`src/rtl/lamp_fpu_log_arb_pkg.sv`:
```
// Shared types and the operand unpack helper for the log-unit arbiter.
package lamp_fpu_log_arb_pkg;

  typedef enum logic [1:0] {
    IDLE  = 2'd0,
    ISSUE = 2'd1,
    WAIT  = 2'd2,
    RESP  = 2'd3
  } lampLogArb_state_t;

  typedef struct packed {
    logic       s;
    logic [8:0] extE;
    logic [7:0] extF;
    logic       isZ;
    logic       isInf;
    logic       isSNAN;
    logic       isQNAN;
  } lampLogOp_t;

  // Split a raw bfloat16 into the extended fields and class flags the log unit expects.
  function automatic lampLogOp_t FUNC_unpackLogOp(input logic [15:0] op);
    lampLogOp_t r;
    logic [7:0] e;
    logic [6:0] f;
    e        = op[14:7];
    f        = op[6:0];
    r.s      = op[15];
    r.extE   = (e == 8'd0) ? 9'd1 : {1'b0, e};
    r.extF   = {|e, f};
    r.isZ    = (e == 8'd0) && (f == 7'd0);
    r.isInf  = (e == 8'hFF) && (f == 7'd0);
    r.isQNAN = (e == 8'hFF) && f[6];
    r.isSNAN = (e == 8'hFF) && !f[6] && (f != 7'd0);
    return r;
  endfunction

endpackage

```
`src/rtl/lamp_fpu_rr_arbiter.sv`:
```
// Combinational round-robin arbiter: first requester at or after ptr_i wins.
module lamp_fpu_rr_arbiter #(
  parameter  int N    = 4,
  localparam int ID_W = (N > 1) ? $clog2(N) : 1
) (
  input  logic [N-1:0]    req_i,
  input  logic [ID_W-1:0] ptr_i,
  output logic [N-1:0]    grant_o,
  output logic [ID_W-1:0] idx_o,
  output logic            any_o
);

  logic [ID_W-1:0] cand_s;

  // Walk the requesters in rotated order starting at the pointer, keeping the first hit.
  always_comb begin
    grant_o = '0;
    idx_o   = '0;
    any_o   = 1'b0;
    cand_s  = '0;
    for (int i = 0; i < N; i++) begin
      cand_s = ID_W'((int'(ptr_i) + i) % N);
      if (!any_o && req_i[cand_s]) begin
        grant_o[cand_s] = 1'b1;
        idx_o           = cand_s;
        any_o           = 1'b1;
      end else begin
        any_o = any_o;
      end
    end
  end

endmodule

```
`src/rtl/lamp_fpu_log_arb.sv`:
```
// Shares one lampFPU_log unit between N_REQ requesters: round-robin grant,
// operand unpack, fixed-latency wait, result capture and return with the owner id.
module lamp_fpu_log_arb
  import lamp_fpu_log_arb_pkg::*;
#(
  parameter  int N_REQ   = 4,
  parameter  int LOG_LAT = 3,
  localparam int ID_W    = $clog2(N_REQ)
) (
  input  logic                clk,
  input  logic                rst,
  input  logic [N_REQ-1:0]    req_valid_i,
  output logic [N_REQ-1:0]    req_ready_o,
  input  logic [N_REQ*16-1:0] req_op_i,
  output logic                res_valid_o,
  input  logic                res_ready_i,
  output logic [ID_W-1:0]     res_id_o,
  output logic                res_s_o,
  output logic [7:0]          res_e_o,
  output logic [11:0]         res_f_o,
  output logic                res_isToRound_o,
  output logic                res_isOverflow_o,
  output logic                res_isUnderflow_o,
  output logic                busy_o,
  output logic                doLog_o,
  output logic                s_op_o,
  output logic [8:0]          extE_op1_o,
  output logic [7:0]          extF_op1_o,
  output logic                isZ_op_o,
  output logic                isInf_op_o,
  output logic                isSNAN_op_o,
  output logic                isQNAN_op_o,
  input  logic                s_res_i,
  input  logic [7:0]          e_res_i,
  input  logic [11:0]         f_res_i,
  input  logic                isOverflow_i,
  input  logic                isUnderflow_i,
  input  logic                isToRound_i
);

  localparam int CNT_W = $clog2(LOG_LAT + 1);

  lampLogArb_state_t state_q, state_d;
  logic [CNT_W-1:0]  cnt_q, cnt_d;
  logic [ID_W-1:0]   ptr_q, ptr_d;
  logic [ID_W-1:0]   id_q, id_d;
  lampLogOp_t        op_q, op_d;
  logic              do_log_q, do_log_d;
  logic              busy_q, busy_d;
  logic              res_valid_q, res_valid_d;
  logic [ID_W-1:0]   res_id_q, res_id_d;
  logic              res_s_q, res_s_d;
  logic [7:0]        res_e_q, res_e_d;
  logic [11:0]       res_f_q, res_f_d;
  logic              res_rnd_q, res_rnd_d;
  logic              res_ovf_q, res_ovf_d;
  logic              res_unf_q, res_unf_d;

  logic [N_REQ-1:0]  arb_grant_s;
  logic [ID_W-1:0]   arb_idx_s;
  logic              arb_any_s;
  logic [15:0]       op_sel_s;

  lamp_fpu_rr_arbiter #(.N(N_REQ)) u_arb (
    .req_i   (req_valid_i),
    .ptr_i   (ptr_q),
    .grant_o (arb_grant_s),
    .idx_o   (arb_idx_s),
    .any_o   (arb_any_s)
  );

  // Grants are only offered in IDLE and never while reset is being applied.
  assign req_ready_o = ((state_q == IDLE) && !rst) ? arb_grant_s : '0;

  // One-hot mux of the winning requester's raw operand.
  always_comb begin
    op_sel_s = 16'd0;
    for (int k = 0; k < N_REQ; k++) begin
      op_sel_s = op_sel_s | (req_op_i[16*k +: 16] & {16{arb_grant_s[k]}});
    end
  end

  // Next-state, counter and register-update logic for the grant/issue/wait/respond sequence.
  always_comb begin
    state_d     = state_q;
    cnt_d       = cnt_q;
    ptr_d       = ptr_q;
    id_d        = id_q;
    op_d        = op_q;
    do_log_d    = 1'b0;
    res_valid_d = res_valid_q;
    res_id_d    = res_id_q;
    res_s_d     = res_s_q;
    res_e_d     = res_e_q;
    res_f_d     = res_f_q;
    res_rnd_d   = res_rnd_q;
    res_ovf_d   = res_ovf_q;
    res_unf_d   = res_unf_q;
    case (state_q)
      IDLE: begin
        if (arb_any_s) begin
          state_d  = ISSUE;
          op_d     = FUNC_unpackLogOp(op_sel_s);
          id_d     = arb_idx_s;
          ptr_d    = (arb_idx_s == ID_W'(N_REQ - 1)) ? '0 : arb_idx_s + ID_W'(1);
          do_log_d = 1'b1;
        end else begin
          state_d = IDLE;
        end
      end
      ISSUE: begin
        state_d = WAIT;
        cnt_d   = CNT_W'(LOG_LAT);
      end
      WAIT: begin
        if (cnt_q == CNT_W'(1)) begin
          state_d     = RESP;
          cnt_d       = '0;
          res_valid_d = 1'b1;
          res_id_d    = id_q;
          res_s_d     = s_res_i;
          res_e_d     = e_res_i;
          res_f_d     = f_res_i;
          res_rnd_d   = isToRound_i;
          res_ovf_d   = isOverflow_i;
          res_unf_d   = isUnderflow_i;
        end else begin
          state_d = WAIT;
          cnt_d   = cnt_q - CNT_W'(1);
        end
      end
      RESP: begin
        if (res_ready_i) begin
          state_d     = IDLE;
          res_valid_d = 1'b0;
        end else begin
          state_d = RESP;
        end
      end
      default: begin
        state_d = IDLE;
      end
    endcase
    busy_d = (state_d != IDLE);
  end

  // State and datapath registers with synchronous reset.
  always_ff @(posedge clk) begin
    if (rst) begin
      state_q     <= IDLE;
      cnt_q       <= '0;
      ptr_q       <= '0;
      id_q        <= '0;
      op_q        <= '0;
      do_log_q    <= 1'b0;
      busy_q      <= 1'b0;
      res_valid_q <= 1'b0;
      res_id_q    <= '0;
      res_s_q     <= 1'b0;
      res_e_q     <= 8'd0;
      res_f_q     <= 12'd0;
      res_rnd_q   <= 1'b0;
      res_ovf_q   <= 1'b0;
      res_unf_q   <= 1'b0;
    end else begin
      state_q     <= state_d;
      cnt_q       <= cnt_d;
      ptr_q       <= ptr_d;
      id_q        <= id_d;
      op_q        <= op_d;
      do_log_q    <= do_log_d;
      busy_q      <= busy_d;
      res_valid_q <= res_valid_d;
      res_id_q    <= res_id_d;
      res_s_q     <= res_s_d;
      res_e_q     <= res_e_d;
      res_f_q     <= res_f_d;
      res_rnd_q   <= res_rnd_d;
      res_ovf_q   <= res_ovf_d;
      res_unf_q   <= res_unf_d;
    end
  end

  assign doLog_o           = do_log_q;
  assign busy_o            = busy_q;
  assign s_op_o            = op_q.s;
  assign extE_op1_o        = op_q.extE;
  assign extF_op1_o        = op_q.extF;
  assign isZ_op_o          = op_q.isZ;
  assign isInf_op_o        = op_q.isInf;
  assign isSNAN_op_o       = op_q.isSNAN;
  assign isQNAN_op_o       = op_q.isQNAN;
  assign res_valid_o       = res_valid_q;
  assign res_id_o          = res_id_q;
  assign res_s_o           = res_s_q;
  assign res_e_o           = res_e_q;
  assign res_f_o           = res_f_q;
  assign res_isToRound_o   = res_rnd_q;
  assign res_isOverflow_o  = res_ovf_q;
  assign res_isUnderflow_o = res_unf_q;

endmodule
```
`config.mk`:
```
export PLATFORM = sky130hd
export DESIGN_NAME = lamp_fpu_log_arb
export DESIGN_NICKNAME = d
export VERILOG_FILES = /design/src/rtl/lamp_fpu_log_arb_pkg.sv /design/src/rtl/lamp_fpu_rr_arbiter.sv /design/src/rtl/lamp_fpu_log_arb.sv
export SDC_FILE = /design/constraint.sdc
export NUM_CORES = 1
export LEC_CHECK = 0
export CAP_MARGIN = 20
export CORE_ASPECT_RATIO = 1.5
export CORE_MARGIN = 1
export CORE_UTILIZATION = 40
export CTS_CLUSTER_DIAMETER = 120
export DETAILED_ROUTE_END_ITERATION = 7
export HOLD_SLACK_MARGIN = 0.15
export PLACE_DENSITY_LB_ADDON = 0.12
export SETUP_SLACK_MARGIN = 0.15
export SYNTH_ARGS = -nofsm -noshare
export SYNTH_HDL_FRONTEND = slang
export SYNTH_SLANG_ARGS = --single-unit
```
`constraint.sdc`:
```
create_clock -name clk -period 4.8 [get_ports clk]
set_input_delay 0.48 -clock clk [delete_from_list [all_inputs] [get_ports clk]]
set_output_delay 0.48 -clock clk [all_outputs]
set_load 0.005 [all_outputs]
```
; After elaboration in Yosys (flattened, before gate mapping)
; Index checks and enable logic that the tools add are counted.
[totals]
ff_bits = 59
latchBits = 0
ramBits = 0
rom_bits = 0
input_bits = 95
out_inout_bits = 55
wordCells = 124
n_memories = 0
[op_classes]
n_addsub = 5
mul = 0
n_div = 0
magnitude_cmp = 8
n_eq_ne = 8
shifts = 0
mux = 41
n_bitwise = 11
n_reduce_logical = 30
[op_table]
columns = op, count
row1 = $and A16 B16 Y16, 4
row2 = $or A16 B16 Y16, 3
row3 = $mux W4, 5
row4 = $mux W1, 17
row5 = $mux W2, 7
row6 = $logic_and A1 B1 Y1, 13
row7 = $lt A2 B3 Y1 const B, 4
row8 = $or A4 B4 Y4, 3
row9 = $bmux W1 S2, 4
row10 = $demux W1 S2, 4
row11 = $eq A8 B8 Y1 const B, 1
row12 = $ge A2 B1 Y1 const B, 4
row13 = $logic_not A8 Y1, 1
row14 = $mux W8, 1
row15 = $pmux W2 S4, 1
row16 = $reduce_or A8 Y1, 1
row17 = $logic_not A7 Y1, 1
row18 = $reduce_bool A7 Y1, 1
row19 = $eq A2 B2 Y1 const B, 3
row20 = $reduce_bool A2 Y1, 3
row21 = $logic_not A1 Y1, 5
row22 = $add A2 B1 Y2 const B, 2
row23 = $add A2 B2 Y2 const B, 2
row24 = $eq A2 B1 Y1 const B, 2
row25 = other kinds (9), 11

; Depth between registers and ports, before layout
; Gate-level depths: netlist (run 1).
[depth]
word_depth = 19
mapped_depth = 13
depth_no_buf = 10

; Cells and area by module
; From an unflattened synthesis (run 1), not the netlist that was laid out.
[hier_totals]
hier_cells = 346
hier_area_um2 = 3022.9
[modules_own_cells]
columns = mod, instances, cells_per_inst, area_each_um2, seq_area_each_um2
row1 = lamp_fpu_log_arb, 1, 301, 2603.7, 1161.1
row2 = lamp_fpu_rr_arbiter, 1, 45, 419.2, 0.0

; Worst setup path before layout (run 1)
; Ideal clock, no wire load.
[synth_path]
kind = reg2reg
startpoint = reg ptr_q[0]
endpoint = reg op_q (netlist bit isZ_op_o)
setup_ps = 96
t_arrival_ps = 3376
t_required_ps = 4704
slack_ps = 1329
path_stages_with_launch = 14
n_path_buf = 3
synth_period_minus_slack_ps = 3471
cell_sequence = dfxtp_1 buf_4 inv_1 ha_1 buf_2 mux4_2 or3b_1 o311ai_2 or2_1 buf_6 a222oi_1 nand3_1 or3_4 o41ai_2
[synth_via]
elab_chain_len = 18
elab_cells_between_ends = 59
classes_between = add/sub (3) / order compare (8) / mux (24) / bitwise (10) / reduce/logical (14)
[synth_lines]
columns = element, line_no
row1 = from (decl), lamp_fpu_log_arb.sv:45  ; logic [ID_W-1:0] ptr_q, ptr_d;
row2 = from (signal assigned), lamp_fpu_log_arb.sv:168  ; ptr_q <= ptr_d;
row3 = branches (longest 18 deep; another with $lt A2 B3 Y1), --
row4 = to (signal assigned), lamp_fpu_log_arb.sv:170  ; op_q <= op_d;
row5 = to (decl), lamp_fpu_log_arb.sv:47  ; lampLogOp_t op_q, op_d;
; Several ways; the timed one is not identified. The select of a mux whose other input is x is not followed.
; A chain may end at the register's enable or synchronous reset.

; Final worst setup path (run 1)
[layout_path]
startpoint = reg ptr_q[0]
endpoint = out req_ready_o[3]
[layout_via]
elab_chain_len = 13
elab_cells_between_ends = 48
classes_between = add/sub (3) / order compare (8) / mux (24) / bitwise (3) / reduce/logical (10)
[layout_lines]
columns = element, line_no
row1 = branches (longest 11 deep; another with $lt A2 B3 Y1), --
row2 = $mux W4 (*), lamp_fpu_rr_arbiter.sv:23  ; if (!any_o && req_i[cand_s]) begin
row3 = $mux W4 (*), lamp_fpu_log_arb.sv:73  ; assign req_ready_o = ((state_q == IDLE) && !rst) ? arb_grant_s : '0;
row4 = to (decl), lamp_fpu_log_arb.sv:13  ; output logic [N_REQ-1:0] req_ready_o,
; Every way passes the cells marked *. The select of a mux whose other input is x is not followed.

==> results of run 1 <==
==> report_power, final <==
group	switching (W)	internal [W]	leakage (nW)	total, W
Combinational	0.000663	0.000543	1.23	0.00121
Clock	0.000195	0.000341	0.129	0.000536
Sequential	0.0000580	0.000557	0.475	0.000615
==> cells by family after synthesis <==
kind of cell	share of synthesized area, %
AO/OA/AOI/OAI	25.90
adder cells (fa/ha/maj)	4.577
buffers and inverters	5.339
flip-flops	35.39
multiplexers	3.280
other	0.1143
AND/OR/NAND/NOR	25.40
==> cell usage in the layout, fill, tap and decap left out, types with 3 or more instances in the layout <==
cell	Yosys	final
dfxtp_1	58	57
clkdlybuf4s50_1	0	147
clkinv_2	0	4
nand4_1	3	3
and4_1	9	9
o21ai_0	26	26
nor2_1	32	32
o31ai_1	7	7
ha_1	12	12
mux2i_1	4	4
inv_1	13	13
nand2b_1	6	6
nand3_1	4	4
or2_1	3	3
a21oi_1	37	37
buf_4	3	3
mux4_2	3	3
a22oi_1	9	9
nor3_1	11	11
a222oi_1	7	7
a211oi_1	9	9
nor2b_1	6	5
or3b_1	3	3
a311oi_1	5	5
clkbuf_16	0	9
nand2_1	80	80
==> final cells by class <==
class	instances	area, sq um
Fill cell	703	2898
Inverter	14	52.55
Clock inverter	4	20.02
Clock buffer	11	232.7
Tap cell	105	131.4
Timing Repair Buffer	152	1514
Multi-Input combinational cell	315	1947
Sequential cell	58	1162
==> layer usage <==
metal,routed length [microns],share of wire [%]
met5,0,0
met4,284,2.7
met3,650,6.3
met2,5235,50
met1,4228,41
==> final timing paths <==
kind,cells past startpoint,to,slack [ns],start
worst min-delay path,2,isInf_op_o,0.45,isInf_op_o
worst max register to register,10,isSNAN_op_o,0.58,ptr_q[0]
worst min register to register,2,isInf_op_o,0.45,isInf_op_o
worst max-delay path,8,req_ready_o[3],0.30,ptr_q[0]
==> registers in the layout (all words and copies together) (netlist names), 2 cells and up <==
| name | cells |
|---|---|
| ptr_q | 2 |
| res_e_o | 8 |
| cnt_q | 2 |
| res_id_o | 2 |
| res_f_o | 12 |
| extE_op1_o | 8 |
| id_q | 2 |
| state_q | 2 |
| extF_op1_o | 8 |
==> worst reg2reg max path: cells and delay by family, from the launching register on <==
kind | cells | cell delay (ns)
compound gates | 3 | 1.06
fa+ha+maj | 1 | 0.56
buf+inv | 1 | 0.19
flops | 1 | 0.49
mux | 1 | 0.50
simple gates | 4 | 1.33
==> metrics by stage <==
step | area (sq um) | util (%) | std cells
6_report | 5060 | 63.58 | 659
5_1_grt | 5060 | 63.58 | 659
4_1_cts | 5045 | 63.40 | 658
3_5_place_dp | 4791 | 60.20 | 643
3_3_place_gp | 4791 | 60.20 | 643
2_1_floorplan | 3281 | - | 413
==> timing repair <==
item / CTS / global route
setup buffers: 0 / 0
gates cloned: 0 / 0
gates resized for setup: 1 / 0
setup endpoints to repair: 2 / 1
==> impl_metrics.csv, run 1 <==
group,metric,value,unit
die,start_util,41.23,%
timing,setup_viol,0,
yosys,ys_seq_area_share,35.39,%
routing,dr.pass1.iters,7,
critical_path,crit_arrival,4.02,ns
pwr,total_power,0.002357,W
routing,detailedRoute.firstIterationViolations,204,
timing,relSlewSlack,36.17,%
yosys,async_reset_ff_share,0,%
die,die_area,8575,sq um
pwr,power_density,465.8,nW/um^2
timing,timing.fmax,222.3,MHz
global_routing,antenna_found_initial,0,
cts,ctsHoldBuffers,0,
global_routing,grt_util_met2,44.30,%
yosys,yosysMostFrequentCell,"nand2_1",
routing,num_vias,3618,
hold_path,hp-class,"flop to flop",
critical_path,path_max_fanout,15,
cts,cts-root-buf,"clkbuf_16",
cts,htreeDepth,3,
global_routing,grt_pass1_wl,16.77,mm
global_routing,grt_remaining_overflow,0,
die,die_w,75.95,microns
global_routing,met1_usage,27.47,%
placed_design,pre_cts_ws,0.4055,ns
yosys,synth-edff-count,0,
global_routing,met3_usage,4.355,%
yosys,synth_common_cells,"nand2_1 (80), dfxtp_1 (58), a21oi_1 (37)",
routing,wl_per_cell,15.78,microns
die,die_height,112.9,microns
routing,drc,0,
timing,slew_viol_final,0,
cts,cts_tree,"done",
global_routing,grt_max_degree,55,
placed_design,port_buffers,148,
final_layout,diodes,0,
cts,clkTransAtPathRegs,0.05,ns
yosys,synth_area_leaders,"dfxtp_1 (35%), nand2_1 (9.2%), a21oi_1 (5.6%), ha_1 (4.6%), o21ai_0 (4.0%)",
critical_path,start_kind,"flop",
timing,period_needed,4.498,ns
timing,finalSetupTns,0,ns
yosys,yosys_warnings,0,
cts,clockBufferDepth,2,
critical_path,cp_cell_sequence,"inv_1, ha_1, or3b_1, a2111o_1, a21oi_1, or2_1, nor2b_1, clkdlybuf4s50_1",
global_routing,grt_pass1_vias,3543,
final_layout,drive_gt1_share,6.137,%
yosys,synthFlopType,"dfxtp_1",
pwr,peakVddDrop,0.2543,mV
yosys,syn-instance-count,413,
timing,hold_viol_final,0,
routing,drt-total-wl,10.40,mm
timing,rsz0062_at_grt,"true",
final_layout,final_nets,657,
global_routing,grt.total_usage,24.39,%
yosys,yosysUniqueCellTypes,61,
critical_path,critPathRequiredTime,4.32,ns
timing,tightest_slew,0.9575,ns
cts,cts_buffers,9,
die,io_pins,150,
run_status,outcome,"completed",
critical_path,path_buf_inv,2,
final_layout,area_delta_synth_final,54.23,%
critical_path,crit_path_end_kind,"primary output",
die,placementRows,40,
routing,postRouteAntennaNets,0,
critical_path,cp_slowest_stage_delay,0.53,ns
global_routing,gr-max-usage-layer,"met2",
yosys,syn_area,3281,sq um
timing,whs,0.4493,ns
critical_path,slowest_stage,"a2111o_1",
yosys,yosysTopAreaCell,"dfxtp_1",
yosys,netlist.area_leader.share,35.39,%
critical_path,path_class,"flop to primary output",
pwr,power_leakage,1.836,nW
yosys,ys_seq_elements,58,
yosys,syn_avg_cell_area,7.943,sq um
timing,period_share,93.70,%
yosys,syn_nets,520,
timing,fin_ws,0.3025,ns
routing,via_per_inst,5.490,
cts,clock-sinks,58,
timing,skew,0.005884,ns
flow_run,maxCapViolations,0,
critical_path,path_delay_family,"compound AO/OA/AOI/OAI gates",
die,fp.coreArea,7958,sq um
placed_design,hpwl,7.931,mm
cts,insertion_delay,0.32,ns
placed_design,place.gp.congestion,0.9588,
Power figures use the tool's default switching activity.
==> inputs of run 2 (changes only) <==
- CORE_MARGIN: 1 -> unset
- CORE_UTILIZATION: 40 -> 42
- TNS_END_PERCENT: unset -> 1
==> run 2 against run 1 <==
Effect of this change:
- total power is 1.0% higher
- final cell count is 0.76% lower
- combinational power about the same
- worst hold slack worse by 0.0049 ns
- non-clock buffer count fell by 3
- sequential cell count unchanged
- first-iteration DRC count is 16% higher
- worst setup slack improved by 0.084 ns
- clock power rose by 9.7%
- register-to-register slack improved by 0.06 ns
- design area about the same
- global-route usage rose by 0.56 points
- critical path type unchanged
- largest power group unchanged
==> impl_metrics.csv, run 2 (synthesis gave the netlist of run 1 again) <==
group,metric,value,unit
timing,timing.fmax,226.6,MHz
critical_path,start_kind,"flop",
global_routing,grt_pass1_vias,3360,
timing,finalSetupTns,0,ns
routing,num_vias,3569,
run_status,outcome,"completed",
timing,period_needed,4.414,ns
timing,rsz0062_at_grt,"false",
cts,cts_buffers,9,
timing,hold_viol_final,0,
critical_path,crit_path_end_kind,"primary output",
die,placementRows,39,
pwr,total_power,0.002381,W
global_routing,grt_max_degree,55,
cts,insertion_delay,0.32,ns
placed_design,dp.cells,637,
routing,wl_per_cell,15.63,microns
timing,fin_ws,0.3862,ns
critical_path,path_max_fanout,15,
die,die_height,110.2,microns
critical_path,r2r_end,"isSNAN_op_o",
final_layout,drive_gt1_share,5.797,%
final_layout,final_nets,654,
routing,drc,0,
critical_path,reg2reg_from,"ptr_q[0]",
critical_path,critPathRequiredTime,4.32,ns
pwr,peakVddDrop,0.3461,mV
final_layout,fin_cells,654,
timing,setup_viol,0,
pwr,pwr-share-seq,25.9,%
placed_design,port_buffers,148,
placed_design,place.gp.congestion,0.9396,
routing,dr.pass1.iters,6,
global_routing,grt.total_usage,24.95,%
pwr,power_leakage,1.835,nW
cts,post_cts.repair.setup_buffers,0,
final_layout,fill_cells,685,
pwr,power_density,470.0,nW/um^2
critical_path,timing.critical_path.to,"req_ready_o[3]",
cts,cts-root-buf,"clkbuf_16",
critical_path,crit_arrival,3.93,ns
pwr,cellInternalPower,0.001478,W
pwr,power.share.clock,24.7,%
pwr,switching_share,37.92,%
cts,clock-sinks,58,
die,io_pins,150,
placed_design,pre_cts_ws,0.5515,ns
die,die_w,74.16,microns
timing,slew_viol_final,0,
critical_path,r2r_slack,0.64,ns
die,die_area,8176,sq um
cts,clkTransAtPathRegs,0.05,ns
global_routing,grt_pass1_wl,15.48,mm
final_layout,final_cell_mix,"clkdlybuf4s50_1 (147), nand2_1 (80), dfxtp_1 (57)",
final_layout,final_common_cell,"clkdlybuf4s50_1",
final_layout,largest_reg_flops,12,
final_layout,multi_input_area,1947,sq um
die,start_util,43.10,%
flow_run,maxCapViolations,0,
routing,detailedRoute.firstIterationViolations,237,
critical_path,path_class,"flop to primary output",
critical_path,crit_path_start,"ptr_q[0]",
final_layout,diodes,0,
timing,period_share,91.95,%
placed_design,hpwl,7.737,mm
routing,postRouteAntennaNets,0,
final_layout,regArea,1162,sq um
routing,drt-total-wl,10.22,mm
pwr,p_sw,0.0009026,W
final_layout,area_delta_synth_final,54.39,%
cts,cts_tree,"done",
critical_path,ff2ff_path_depth,10,
global_routing,grt_remaining_overflow,0,
cts,post_cts_resized,0,
die,fp.coreArea,7612,sq um
hold_path,hp-class,"flop to flop",
placed_design,placed_area,4765,sq um
timing,skew,0.003259,ns
cts,ctsHoldBuffers,0,
final_layout,fin_area,5065,sq um
cts,htreeDepth,3,
cts,clockBufferDepth,2,
global_routing,antenna_found_initial,0,
timing,tightest_slew,1.001,ns
pwr,comb_power_share,49.4,%
routing,via_per_inst,5.457,
timing,relSlewSlack,33.27,%
## run 2: cell count changes in the layout (fill, tap and decap cells not counted)
| cell | delta |
|---|---|
| buf_4 | -3 |
| clkbuf_8 | +3 |
| clkinv_2 | -2 |
## run 2: through the flow
step	hold slack, ns	util [%]
global placement	0.4411	62.59
CTS	0.4502	66.32
detailed placement	0.4437	62.59
floorplan	0.4312	-
global route	0.4645	66.54
finish	0.4444	66.54
## run 2: how the worst min path moves through the flow
stage | slack [ns] | endpoint | depth (start not counted) | startpoint
after global placement | 0.44 | res_f_o[8] | 2 | res_f_o[8]
after CTS | 0.45 | isQNAN_op_o | 2 | isQNAN_op_o
after global routing | 0.46 | res_isToRound_o | 2 | res_isToRound_o
after floorplan | 0.43 | res_id_o[1] | 2 | id_q[1]
final | 0.44 | res_id_o[0] | 2 | id_q[0]
after detailed placement | 0.44 | isQNAN_op_o | 2 | isQNAN_op_o
## run 2: final cells by class
| cell class | instances | area share [%] |
|---|---|---|
| Multi-Input combinational cell | 315 | 38.44 |
| Timing Repair Buffer | 149 | 29.45 |
| Clock inverter | 2 | 0.1976 |
| Inverter | 14 | 1.038 |
| Clock buffer | 14 | 5.410 |
| Tap cell | 102 | 2.520 |
| Sequential cell | 58 | 22.95 |
## run 2: power by group through the flow
| stage | combinational, W | sequential, W | clock [W] |
|---|---|---|---|
| after floorplan | 0.000769 | 0.000611 | 0 |
| after global placement | 0.00114 | 0.000621 | 0 |
| after detailed placement | 0.00115 | 0.000624 | 0 |
| after CTS | 0.00116 | 0.000616 | 0.000601 |
| after global routing | 0.00129 | 0.000627 | 0.000615 |
| final | 0.00118 | 0.000615 | 0.000588 |
## run 2: per-layer routing
metal  vias up  share of wire, %  track usage, %  wire, microns
met2       185                52           44.87           5289
met1      1598                38           27.27           3921
met4         0               2.7           10.71            272
met3        27               7.2           6.000            737
met5         -                 0               0              0
li1       1759                 -               -              -
## run 2: worst max-delay path, cell delays in order (launching register included)
cell,delay [ns]
dfxtp_2,0.49
inv_1,0.18
ha_1,0.47
or3b_1,0.43
a2111o_1,0.53
a21oi_1,0.48
or2_1,0.33
nor2b_1,0.18
clkdlybuf4s50_1,0.51
==> inputs of run 3 (changes only) <==
- CORE_MARGIN: unset -> 4
==> run 3 against run 2 <==
Effect of this change:
- via count rose by 2.5%
- first-iteration DRC count fell by 2.5%
- design area rose by 0.64%
- worst setup slack improved by 0.079 ns
- clock skew fell by 0.00063 ns
- wire length rose by 4.6%
- critical path depth did not move
- worst hold slack improved by 0.0056 ns
- final cell count rose by 0.15%
- register-to-register slack got worse by 0.05 ns
- critical path type unchanged
==> impl_metrics.csv, run 3 (synthesis gave the netlist of run 1 again) <==
group,metric,value,unit
hold_path,hold_path_startpoint,"isQNAN_op_o",
placed_design,hpwl,8.203,mm
cts,htreeDepth,3,
die,die_height,116.2,microns
pwr,power.share.clock,24.9,%
critical_path,crit_path_end_kind,"primary output",
pwr,peakVddDrop,0.2224,mV
die,fp.coreArea,7612,sq um
critical_path,cp_cell_sequence,"inv_1, ha_1, or3b_1, a2111o_1, a21oi_2, or2_1, nor2b_1, clkdlybuf4s50_1",
routing,drc,0,
final_layout,final_nets,656,
cts,cts_buffers,9,
final_layout,drive_gt1_share,6.872,%
routing,postRouteAntennaNets,0,
timing,finalSetupTns,0,ns
critical_path,crit_path_start,"ptr_q[0]",
routing,dr.pass1.iters,7,
critical_path,timing.critical_path.to,"req_ready_o[3]",
placed_design,port_buffers,148,
flow_run,maxCapViolations,0,
cts,clkTransAtPathRegs,0.05,ns
placed_design,dp.cells,639,
critical_path,path_max_fanout,15,
cts,clockBufferDepth,2,
timing,relSlewSlack,33.01,%
timing,rsz0062_at_grt,"false",
cts,insertion_delay,0.32,ns
critical_path,r2r_slack,0.59,ns
final_layout,largest_reg_flops,12,
final_layout,diodes,0,
cts,clock-sinks,58,
timing,slew_viol_final,0,
final_layout,final_util,66.96,%
critical_path,critical_path_depth,8,
global_routing,grt.total_usage,23.40,%
final_layout,area_delta_synth_final,55.38,%
routing,num_vias,3659,
pwr,comb_power_share,49.5,%
critical_path,r2r_end,"isSNAN_op_o",
pwr,p_sw,0.0009049,W
critical_path,path_buf_inv,2,
die,die_w,80.16,microns
die,io_pins,150,
critical_path,path_class,"flop to primary output",
die,start_util,43.10,%
final_layout,final_common_cell,"clkdlybuf4s50_1",
final_layout,fin_cells,655,
pwr,power_density,471.4,nW/um^2
routing,drt-total-wl,10.69,mm
global_routing,grt_pass1_vias,3732,
die,placementRows,39,
critical_path,ff2ff_path_depth,10,
timing,setup_viol,0,
cts,cts-root-buf,"clkbuf_16",
hold_path,hp-class,"flop to flop",
placed_design,place.gp.congestion,1.040,
pwr,cellInternalPower,0.001498,W
timing,period_share,90.30,%
global_routing,grt_remaining_overflow,0,
hold_path,holdPathStages,2,
run_status,outcome,"completed",
global_routing,grt_pass1_wl,17.28,mm
global_routing,grt_max_degree,55,
critical_path,critPathRequiredTime,4.32,ns
routing,detailedRoute.firstIterationViolations,231,
cts,post_cts.repair.setup_buffers,0,
critical_path,crit_arrival,3.85,ns
die,die_area,9318,sq um
global_routing,antenna_found_initial,0,
pwr,switching_share,37.65,%
critical_path,slowest_stage,"a2111o_1",
pwr,power_leakage,1.850,nW
final_layout,fin_area,5097,sq um
routing,wl_per_cell,16.32,microns
critical_path,start_kind,"flop",
routing,via_per_inst,5.586,
cts,cts_tree,"done",
critical_path,path_delay_family,"simple AND/OR/NAND/NOR gates",
timing,period_needed,4.334,ns
pwr,pwr-share-seq,25.6,%
timing,hold_viol_final,0,
timing,tightest_slew,1.005,ns
placed_design,placed_area,4780,sq um
timing,timing.fmax,230.7,MHz
critical_path,reg2reg_from,"ptr_q[0]",
critical_path,cp_slowest_stage_delay,0.56,ns
timing,skew,0.002627,ns
final_layout,final_cell_mix,"clkdlybuf4s50_1 (147), nand2_1 (80), dfxtp_1 (57)",
==> run 3: what timing repair did <==
action / CTS / global route
gates resized for setup: 1 / 3
hold buffers: 0 / 0
endpoints found under the setup margin: 1 / 5
==> run 3: per-stage QoR <==
step	worst slack, ns	power, W	hold WS, ns
2_1_floorplan	1.329	0.001380	0.4312
3_3_place_gp	0.6787	0.001758	0.4414
3_5_place_dp	0.5006	0.001787	0.4438
4_1_cts	0.1843	0.002398	0.4503
5_1_grt	0.2411	0.002562	0.4712
6_report	0.4657	0.002403	0.4500
==> run 3: per-layer routing <==
metal | global-route usage (%) | vias to the layer above | share of wire [%]
met2 | 39.16 | 203 | 48
met1 | 27.56 | 1657 | 39
met5 | 0 | - | 0
li1 | - | 1770 | -
met3 | 5.710 | 29 | 9.3
met4 | 12.06 | 0 | 3.3
==> run 3: power groups by stage <==
| stage | Combinational, W | Clock, W | Sequential, W |
|---|---|---|---|
| 2_1_floorplan | 0.000769 | 0 | 0.000611 |
| 3_3_place_gp | 0.00114 | 0 | 0.000621 |
| 3_5_place_dp | 0.00116 | 0 | 0.000623 |
| 4_1_cts | 0.00118 | 0.000607 | 0.000616 |
| 5_1_grt | 0.00130 | 0.000629 | 0.000628 |
| 6_report | 0.00119 | 0.000599 | 0.000616 |
==> run 3: worst min-delay path by stage <==
| stage | slack, ns | endpoint |
|---|---|---|
| after floorplan | 0.43 | res_id_o[1] |
| after global placement | 0.44 | res_e_o[7] |
| after detailed placement | 0.44 | isQNAN_op_o |
| after CTS | 0.45 | isQNAN_op_o |
| after global routing | 0.47 | res_f_o[5] |
| final | 0.45 | isQNAN_op_o |
==> run 3: tightest hold or removal path: stages (launching register included) <==
cell and delay, ns:
dfxtp_1 0.31, nand2_1 0.05, o21ai_1 0.05
==> run 3: final cells by class <==
cell class | count | area (sq um)
inverters | 14 | 52.55
fillers | 672 | 2515
well taps | 102 | 127.6
repair buffers | 151 | 1506
flip-flops and latches | 58 | 1162
clock inverters | 2 | 10.01
clock buffers | 13 | 280.3
multi-input cells | 315 | 1958
